--- src/rtl/capsense_pkg.sv ---
// Shared event encodings and types for the CapSense debounce block.
// Pure declarations: no logic, no latency, no flow control.
package capsense_pkg;

  localparam int EVT_TYPE_W    = 2;
  localparam int EVT_IDX_MAX_W = 8;

  typedef enum logic [EVT_TYPE_W-1:0] {
    EVT_PRESS   = 2'd0,
    EVT_RELEASE = 2'd1,
    EVT_LONG    = 2'd2
  } evt_type_e;

  // Generic event record; blocks narrow idx to their own button count.
  typedef struct packed {
    logic [EVT_IDX_MAX_W-1:0] idx;
    evt_type_e                typ;
  } evt_t;

  function automatic int idx_width(input int n);
    return (n > 1) ? $clog2(n) : 1;
  endfunction

endpackage

--- src/rtl/capsense_debounce_if.sv ---
// Event stream from the debounce block: FWFT head plus valid/ready.
// The master holds idx/type stable while valid is high and ready is low.
interface capsense_debounce_if
  import capsense_pkg::*;
#(
  parameter int IDX_W = 2
);

  logic                  evt_valid_o;
  logic                  evt_ready_i;
  logic [IDX_W-1:0]      evt_idx_o;
  logic [EVT_TYPE_W-1:0] evt_type_o;

  modport master (
    output evt_valid_o,
    output evt_idx_o,
    output evt_type_o,
    input  evt_ready_i
  );

  modport slave (
    input  evt_valid_o,
    input  evt_idx_o,
    input  evt_type_o,
    output evt_ready_i
  );

endinterface

--- src/rtl/capsense_evt_fifo.sv ---
// First-word-fall-through FIFO; head visible the cycle after the first push.
// Pop is ignored when empty; push is refused when full unless a pop frees a slot.
module capsense_evt_fifo #(
  parameter int WIDTH = 4,
  parameter int DEPTH = 4
) (
  input  logic             clk,
  input  logic             rst,
  input  logic             push,
  input  logic [WIDTH-1:0] push_dat,
  input  logic             pop,
  output logic [WIDTH-1:0] pop_dat,
  output logic             full,
  output logic             empty
);

  localparam int PTR_W = $clog2(DEPTH);
  localparam int CNT_W = PTR_W + 1;

  logic [WIDTH-1:0] mem [DEPTH];
  logic [PTR_W-1:0] wr_ptr;
  logic [PTR_W-1:0] rd_ptr;
  logic [CNT_W-1:0] cnt;
  logic             do_push;
  logic             do_pop;

  assign empty   = (cnt == '0);
  assign full    = (cnt == CNT_W'(DEPTH));
  assign do_pop  = pop & ~empty;
  assign do_push = push & (~full | do_pop);
  assign pop_dat = mem[rd_ptr];

  always_ff @(posedge clk) begin
    if (do_push) begin
      mem[wr_ptr] <= push_dat;
    end
  end

  // Pointers wrap naturally since DEPTH is a power of two.
  always_ff @(posedge clk) begin
    if (rst) begin
      wr_ptr <= '0;
      rd_ptr <= '0;
      cnt    <= '0;
    end else begin
      if (do_push) begin
        wr_ptr <= wr_ptr + PTR_W'(1);
      end
      if (do_pop) begin
        rd_ptr <= rd_ptr + PTR_W'(1);
      end
      case ({do_push, do_pop})
        2'b10:   cnt <= cnt + CNT_W'(1);
        2'b01:   cnt <= cnt - CNT_W'(1);
        default: cnt <= cnt;
      endcase
    end
  end

endmodule

--- src/rtl/capsense_debounce.sv ---
// Per-button saturating-integrator debounce with PRESS/RELEASE/LONG events.
// buttons_o lags a strobe by one edge; events leave through a FWFT queue, lost events set overflow_o.
module capsense_debounce
  import capsense_pkg::*;
#(
  parameter int N            = 4,
  parameter int INTEG        = 3,
  parameter int LONG_SAMPLES = 12,
  parameter int FIFO_DEPTH   = 4
) (
  input  logic                clk_i,
  input  logic                rst_i,
  input  logic                sample_valid_i,
  input  logic [N-1:0]        sampled_i,
  input  logic                clr_i,
  output logic [N-1:0]        buttons_o,
  output logic                overflow_o,
  capsense_debounce_if.master evt
);

  localparam int IDX_W = idx_width(N);
  localparam int INT_W = $clog2(INTEG + 1);
  localparam int LC_W  = $clog2(LONG_SAMPLES + 1);
  localparam int FW    = IDX_W + EVT_TYPE_W;

  localparam logic [INT_W-1:0] INT_MAX = INT_W'(INTEG);
  localparam logic [LC_W-1:0]  LC_MAX  = LC_W'(LONG_SAMPLES);

  logic [INT_W-1:0] integ_q [N];
  logic [INT_W-1:0] integ_d [N];
  logic [LC_W-1:0]  long_q  [N];
  logic [LC_W-1:0]  long_d  [N];
  logic [N-1:0]     state_q;
  logic [N-1:0]     state_d;
  logic [N-1:0]     set_press;
  logic [N-1:0]     set_rel;
  logic [N-1:0]     set_long;

  logic [N-1:0]     pend_press_q;
  logic [N-1:0]     pend_rel_q;
  logic [N-1:0]     pend_long_q;
  logic [N-1:0]     clr_press;
  logic [N-1:0]     clr_rel;
  logic [N-1:0]     clr_long;
  logic             collision;

  logic             sel_vld;
  logic [IDX_W-1:0] sel_idx;
  evt_type_e        sel_typ;

  logic [FW-1:0]    pop_dat;
  logic             fifo_full;
  logic             fifo_empty;
  logic             fifo_pop;
  logic             drop;
  logic             ovf_q;

  // Only the fully saturated ends of the integrator flip state.
  always_comb begin
    state_d   = state_q;
    set_press = '0;
    set_rel   = '0;
    set_long  = '0;
    for (int i = 0; i < N; i++) begin
      integ_d[i] = integ_q[i];
      long_d[i]  = long_q[i];
      if (sample_valid_i) begin
        if (sampled_i[i]) begin
          integ_d[i] = (integ_q[i] == INT_MAX) ? INT_MAX : integ_q[i] + INT_W'(1);
        end else begin
          integ_d[i] = (integ_q[i] == '0) ? '0 : integ_q[i] - INT_W'(1);
        end
        if (integ_d[i] == INT_MAX && !state_q[i]) begin
          state_d[i]   = 1'b1;
          set_press[i] = 1'b1;
          long_d[i]    = '0;
        end else if (integ_d[i] == '0 && state_q[i]) begin
          state_d[i] = 1'b0;
          set_rel[i] = 1'b1;
          long_d[i]  = '0;
        end else if (state_q[i] && long_q[i] != LC_MAX) begin
          long_d[i] = long_q[i] + LC_W'(1);
          if (long_d[i] == LC_MAX) begin
            set_long[i] = 1'b1;
          end
        end
      end
    end
  end

  always_ff @(posedge clk_i) begin
    if (rst_i) begin
      integ_q <= '{default: '0};
      long_q  <= '{default: '0};
      state_q <= '0;
    end else if (sample_valid_i) begin
      integ_q <= integ_d;
      long_q  <= long_d;
      state_q <= state_d;
    end
  end

  // Lowest button wins; within a button PRESS, then RELEASE, then LONG.
  always_comb begin
    sel_vld   = 1'b0;
    sel_idx   = '0;
    sel_typ   = EVT_PRESS;
    clr_press = '0;
    clr_rel   = '0;
    clr_long  = '0;
    for (int i = 0; i < N; i++) begin
      if (!sel_vld) begin
        if (pend_press_q[i]) begin
          sel_vld      = 1'b1;
          sel_idx      = IDX_W'(i);
          sel_typ      = EVT_PRESS;
          clr_press[i] = 1'b1;
        end else if (pend_rel_q[i]) begin
          sel_vld    = 1'b1;
          sel_idx    = IDX_W'(i);
          sel_typ    = EVT_RELEASE;
          clr_rel[i] = 1'b1;
        end else if (pend_long_q[i]) begin
          sel_vld     = 1'b1;
          sel_idx     = IDX_W'(i);
          sel_typ     = EVT_LONG;
          clr_long[i] = 1'b1;
        end
      end
    end
  end

  // A bit being drained this cycle can be re-set without losing anything.
  assign collision = |((pend_press_q & ~clr_press & set_press) |
                       (pend_rel_q   & ~clr_rel   & set_rel)   |
                       (pend_long_q  & ~clr_long  & set_long));

  always_ff @(posedge clk_i) begin
    if (rst_i) begin
      pend_press_q <= '0;
      pend_rel_q   <= '0;
      pend_long_q  <= '0;
    end else begin
      pend_press_q <= (pend_press_q & ~clr_press) | set_press;
      pend_rel_q   <= (pend_rel_q   & ~clr_rel)   | set_rel;
      pend_long_q  <= (pend_long_q  & ~clr_long)  | set_long;
    end
  end

  assign fifo_pop = evt.evt_ready_i & ~fifo_empty;
  assign drop     = sel_vld & fifo_full & ~fifo_pop;

  capsense_evt_fifo #(
    .WIDTH (FW),
    .DEPTH (FIFO_DEPTH)
  ) u_fifo (
    .clk      (clk_i),
    .rst      (rst_i),
    .push     (sel_vld),
    .push_dat ({sel_idx, sel_typ}),
    .pop      (fifo_pop),
    .pop_dat  (pop_dat),
    .full     (fifo_full),
    .empty    (fifo_empty)
  );

  // A fresh loss outranks a clear arriving in the same cycle.
  always_ff @(posedge clk_i) begin
    if (rst_i) begin
      ovf_q <= 1'b0;
    end else if (collision || drop) begin
      ovf_q <= 1'b1;
    end else if (clr_i) begin
      ovf_q <= 1'b0;
    end
  end

  assign buttons_o       = state_q;
  assign overflow_o      = ovf_q;
  assign evt.evt_valid_o = ~fifo_empty;
  assign evt.evt_idx_o   = pop_dat[FW-1:EVT_TYPE_W];
  assign evt.evt_type_o  = pop_dat[EVT_TYPE_W-1:0];

endmodule
--- src/flat_wrapper.sv ---
// flat-port wrapper written by rule: the top's interface ports become plain ports
module capsense_debounce_flat import capsense_pkg::*;
#(
  parameter int N            = 4,
  parameter int INTEG        = 3,
  parameter int LONG_SAMPLES = 12,
  parameter int FIFO_DEPTH   = 4
)
  (clk_i, rst_i, sample_valid_i, sampled_i, clr_i, buttons_o, overflow_o, evt_evt_valid_o, evt_evt_idx_o, evt_evt_type_o, evt_evt_ready_i);
  capsense_debounce_if evt_i ();
  input  logic clk_i;
  input  logic rst_i;
  input  logic sample_valid_i;
  input  logic [N-1:0] sampled_i;
  input  logic clr_i;
  output logic [N-1:0] buttons_o;
  output logic overflow_o;
  output wire logic [$bits(evt_i.evt_valid_o)-1:0] evt_evt_valid_o;
  output wire logic [$bits(evt_i.evt_idx_o)-1:0] evt_evt_idx_o;
  output wire logic [$bits(evt_i.evt_type_o)-1:0] evt_evt_type_o;
  input wire logic [$bits(evt_i.evt_ready_i)-1:0] evt_evt_ready_i;
  assign evt_evt_valid_o = evt_i.evt_valid_o;
  assign evt_evt_idx_o = evt_i.evt_idx_o;
  assign evt_evt_type_o = evt_i.evt_type_o;
  assign evt_i.evt_ready_i = evt_evt_ready_i;
  capsense_debounce #(.N(N), .INTEG(INTEG), .LONG_SAMPLES(LONG_SAMPLES), .FIFO_DEPTH(FIFO_DEPTH)) u_core (.clk_i(clk_i), .rst_i(rst_i), .sample_valid_i(sample_valid_i), .sampled_i(sampled_i), .clr_i(clr_i), .buttons_o(buttons_o), .overflow_o(overflow_o), .evt(evt_i));
endmodule
--- config.mk ---
export PLATFORM = sky130hd
export DESIGN_NAME = capsense_debounce_flat
export DESIGN_NICKNAME = d
export VERILOG_FILES = /design/src/rtl/capsense_pkg.sv /design/src/rtl/capsense_debounce_if.sv /design/src/rtl/capsense_evt_fifo.sv /design/src/rtl/capsense_debounce.sv /design/src/flat_wrapper.sv
export SDC_FILE = /design/constraint.sdc
export NUM_CORES = 1
export LEC_CHECK = 0
export CORE_MARGIN = 1.5
export CORE_UTILIZATION = 35
export CTS_CLUSTER_DIAMETER = 120
export DETAILED_ROUTE_END_ITERATION = 7
export GPL_ROUTABILITY_DRIVEN = 0
export PLACE_DENSITY = 0.51
export SYNTH_ARGS = -nofsm -noshare
export SYNTH_HDL_FRONTEND = slang
export SYNTH_SLANG_ARGS = --single-unit
export TNS_END_PERCENT = 1
--- constraint.sdc ---
create_clock -name clk_i -period 4.1 [get_ports clk_i]
set_clock_uncertainty 0.2 [all_clocks]
set_input_delay 1.23 -clock clk_i [delete_from_list [all_inputs] [get_ports clk_i]]
set_output_delay 1.23 -clock clk_i [all_outputs]
set_load 0.03 [all_outputs]
==> results.sh <==
export IMPL_synth_top_cell_area_share=0.304
export IMPL_synth_area_um2=3290
export IMPL_cts_buffers_inserted=9
export IMPL_grt_pass1_wl_um=11700
export IMPL_synth_seq_cells=66
export IMPL_antennaDiodeCount=0
export IMPL_post_route_fraction_of_the_period_consumed_by_the_critical_path=0.820
export IMPL_ios=19
export IMPL_die_width_um=100
export IMPL_floorplan_rows=35
export IMPL_die_area_um2=10000
export IMPL_yosys_warnings=0
export IMPL_totalNegativeSetupSlack_ns=0
export IMPL_yosys_cell_types_count=53
export IMPL_worst_setup_hold_path_clk_slew_ns=0.07
export IMPL_post_synth_top_count_cell="sky130_fd_sc_hd__dfxtp_1"
export IMPL_routed_wl_met3_um=222
export IMPL_setup_reg_to_reg_worst_slack_ns=1.04
export IMPL_post_synth_inst_count=364
export IMPL_status="finished, final reports clean"
export IMPL_detailroute_wirelength_met2_um=3160
export IMPL_yosysTopAreaCell="sky130_fd_sc_hd__dfxtp_1"
export IMPL_cts_resized=0
export IMPL_synth_edff_count=16
export IMPL_detail_route_wl_per_cell_um=13.6
export IMPL_ctsRootBufferMaster="sky130_fd_sc_hd__clkbuf_8"
export IMPL_postRouteWirelength_um=6830
export IMPL_synth_async_sr_flop_share=0
export IMPL_worst_slew_margin_rel=0.329
export IMPL_fmaxAchievable_mhz=297
export IMPL_antenna_left=0
export IMPL_grtUsageTotal=0.147
export IMPL_finalHoldViolCount=0
export IMPL_ys_seq_area_frac=0.450
export IMPL_clock_sinks=66
export IMPL_arrival_ns=1.93
export IMPL_endpoint_kind="output pin"
export IMPL_globalRoute_totalOverflow=0
export IMPL_cp_data_required_time_ns=2.67
export IMPL_area_of_the_core_region_um2=9200
export IMPL_die_height_um=100
export IMPL_place_hpwl_um=4940
export IMPL_net_count_after_synthesis=386
export IMPL_topRoutingLayerUsed="met4"
export IMPL_holdBufCountCts=0
export IMPL_cellLeakagePower_nw=1.29
export IMPL_maximum_number_of_pins_on_one_net_before_global_route_repair=28
export IMPL_power_density_nw_per_um2=393
export IMPL_detail_route_iter0_violations=163
export IMPL_floorplan_initialDensity=0.358
export IMPL_remaining_drc_errors=0
export IMPL_setup_worst_path_class="reg2out"
export IMPL_stdcell_area_um2=3780
export IMPL_first_global_vias=2458
export IMPL_cts_buffer_depth=2
export IMPL_worstPathMaxFanout=4
export IMPL_instances_no_fill=503
export IMPL_routed_via_count=2693
export IMPL_grt_antenna_before_repair=0
export IMPL_ys_top_cells_by_area="sky130_fd_sc_hd__dfxtp_1 30%, sky130_fd_sc_hd__edfxtp_1 15%, sky130_fd_sc_hd__a21oi_1 5.3%"
export IMPL_min_delay_path_class="reg2reg"
export IMPL_final_net_count=409
export IMPL_placedInstanceArea_um2=3610
export IMPL_average_vias_per_placed_instance=5.35
export IMPL_finalMaxSlewViolations=0
export IMPL_drv_cap=0
export IMPL_setup_worst_path_start_class="flop"
export IMPL_area_delta_synth_final_pct=14.6
export IMPL_timing_worst_slew_pin_value_ns=0.982
export IMPL_postCtsSetupRepairBufs=0
export IMPL_synth_ff_type="sky130_fd_sc_hd__dfxtp_1"
export IMPL_portBuffers=18
export IMPL_total_of_endpoints_with_negative_setup_slack_in_the_final_report=0
export IMPL_grt_setup_unrepaired="false"
export IMPL_min_period_ns=3.36
export IMPL_avgSynthCellArea_um2=9.05
export IMPL_wl_met1_um=3350
export IMPL_clk_insertion_delay_late_ns=0.34
export IMPL_synth_top_cells_by_count="50 x sky130_fd_sc_hd__dfxtp_1, 37 x sky130_fd_sc_hd__nand2_1, 35 x sky130_fd_sc_hd__a21oi_1"
export IMPL_utilization=0.411
export IMPL_cts_tree="built"
export IMPL_h_tree_depth=3
export IMPL_dp_cells=487
export IMPL_detail_route_first_pass_iterations=4
export IMPL_max_rail_drop_vdd_mv=0.134
export IMPL_final_layout_size_suffix_gt1_frac=0.0765
## power by group
group	internal, mW	total, mW	switching [mW]
logic	0.132	0.277	0.145
registers	0.695	0.734	0.0386
clock network	0.217	0.475	0.258
## worst max-delay path, cell delays in order, from the launching register on
cell and delay (ns):
sky130_fd_sc_hd__dfxtp_1 0.47, sky130_fd_sc_hd__mux4_2 0.53, sky130_fd_sc_hd__clkdlybuf4s50_1 0.60
## metrics by stage
stage               worst slack, ns  hold slack (ns)  power [mW]
floorplan                      1.07            0.259       0.933
global placement              0.434            0.277        1.02
detailed placement            0.396            0.281        1.03
CTS                           0.688            0.290        1.51
global route                  0.597            0.311        1.58
finish                        0.737            0.291        1.49
## cells in the final DEF (no fill, tap or decap), types with 4 or more instances in the layout
| cell type | n |
|---|---|
| sky130_fd_sc_hd__mux4_2 | 4 |
| sky130_fd_sc_hd__or4_1 | 5 |
| sky130_fd_sc_hd__nor2_1 | 30 |
| sky130_fd_sc_hd__nand2b_1 | 4 |
| sky130_fd_sc_hd__or3_1 | 10 |
| sky130_fd_sc_hd__a21oi_1 | 35 |
| sky130_fd_sc_hd__o21ai_0 | 24 |
| sky130_fd_sc_hd__xor2_1 | 4 |
| sky130_fd_sc_hd__nand2_1 | 37 |
| sky130_fd_sc_hd__nand3_1 | 11 |
| sky130_fd_sc_hd__edfxtp_1 | 16 |
| sky130_fd_sc_hd__nor2b_1 | 5 |
| sky130_fd_sc_hd__and2_1 | 12 |
| sky130_fd_sc_hd__clkdlybuf4s50_1 | 18 |
| sky130_fd_sc_hd__a31oi_1 | 6 |
| sky130_fd_sc_hd__ha_1 | 12 |
| sky130_fd_sc_hd__buf_4 | 5 |
| sky130_fd_sc_hd__dfxtp_1 | 50 |
| sky130_fd_sc_hd__nand3b_1 | 8 |
| sky130_fd_sc_hd__clkbuf_8 | 9 |
| sky130_fd_sc_hd__inv_1 | 19 |
| sky130_fd_sc_hd__nor3_1 | 9 |
| sky130_fd_sc_hd__nor3b_1 | 5 |
## sequential cells by signal (all words and copies together), names as in the netlist, named ones only
signal                cells
u_core.buttons_o          4
u_core.integ_q            8
u_core.long_q            16
u_core.overflow_o         1
u_core.pend_long_q        4
u_core.pend_press_q       4
u_core.pend_rel_q         4
u_core.u_fifo.cnt         3
u_core.u_fifo.mem        16
u_core.u_fifo.rd_ptr      2
u_core.u_fifo.wr_ptr      2
## area by class of cell
class                      instances  area [um^2]
timing repair buffer              23          218
inverter                          19         71.3
multi-input combinational        268         1700
clock buffer                       9          124
fill                             934         5420
sequential                        66         1480
tap                              111          139
clock inverter                     7         45.0
## per-layer routing
layer	global-route usage	vias up
met1	0.197	1269
met5	0	-
met2	0.228	47
met4	0.0639	0
met3	0.0306	8
li1	-	1369
## cell families (layout without fill, tap and decap cells)
logic type | Yosys count | count (layout) | synth area share
AOI/OAI and AO/OA | 95 | 95 | 0.179
xor gates and xnor gates | 7 | 7 | 0.0186
adders and majority gates | 13 | 13 | 0.0517
buffers and inverters | 30 | 58 | 0.0349
DFF | 66 | 66 | 0.450
muxes | 5 | 5 | 0.0304
and+or+nand+nor | 148 | 148 | 0.235
## worst paths after layout
path / start / cells after the start / endpoint
worst min register to register: u_core.long_q[13] / 2 / u_core.long_q[13]
worst min-delay path: u_core.long_q[13] / 2 / u_core.long_q[13]
worst max-delay path: flop / 2 / evt_evt_type_o[1]
worst max register to register: u_core.pend_press_q[0] / 9 / u_core.u_fifo.cnt[2]
(Power assumes the default switching activity.)
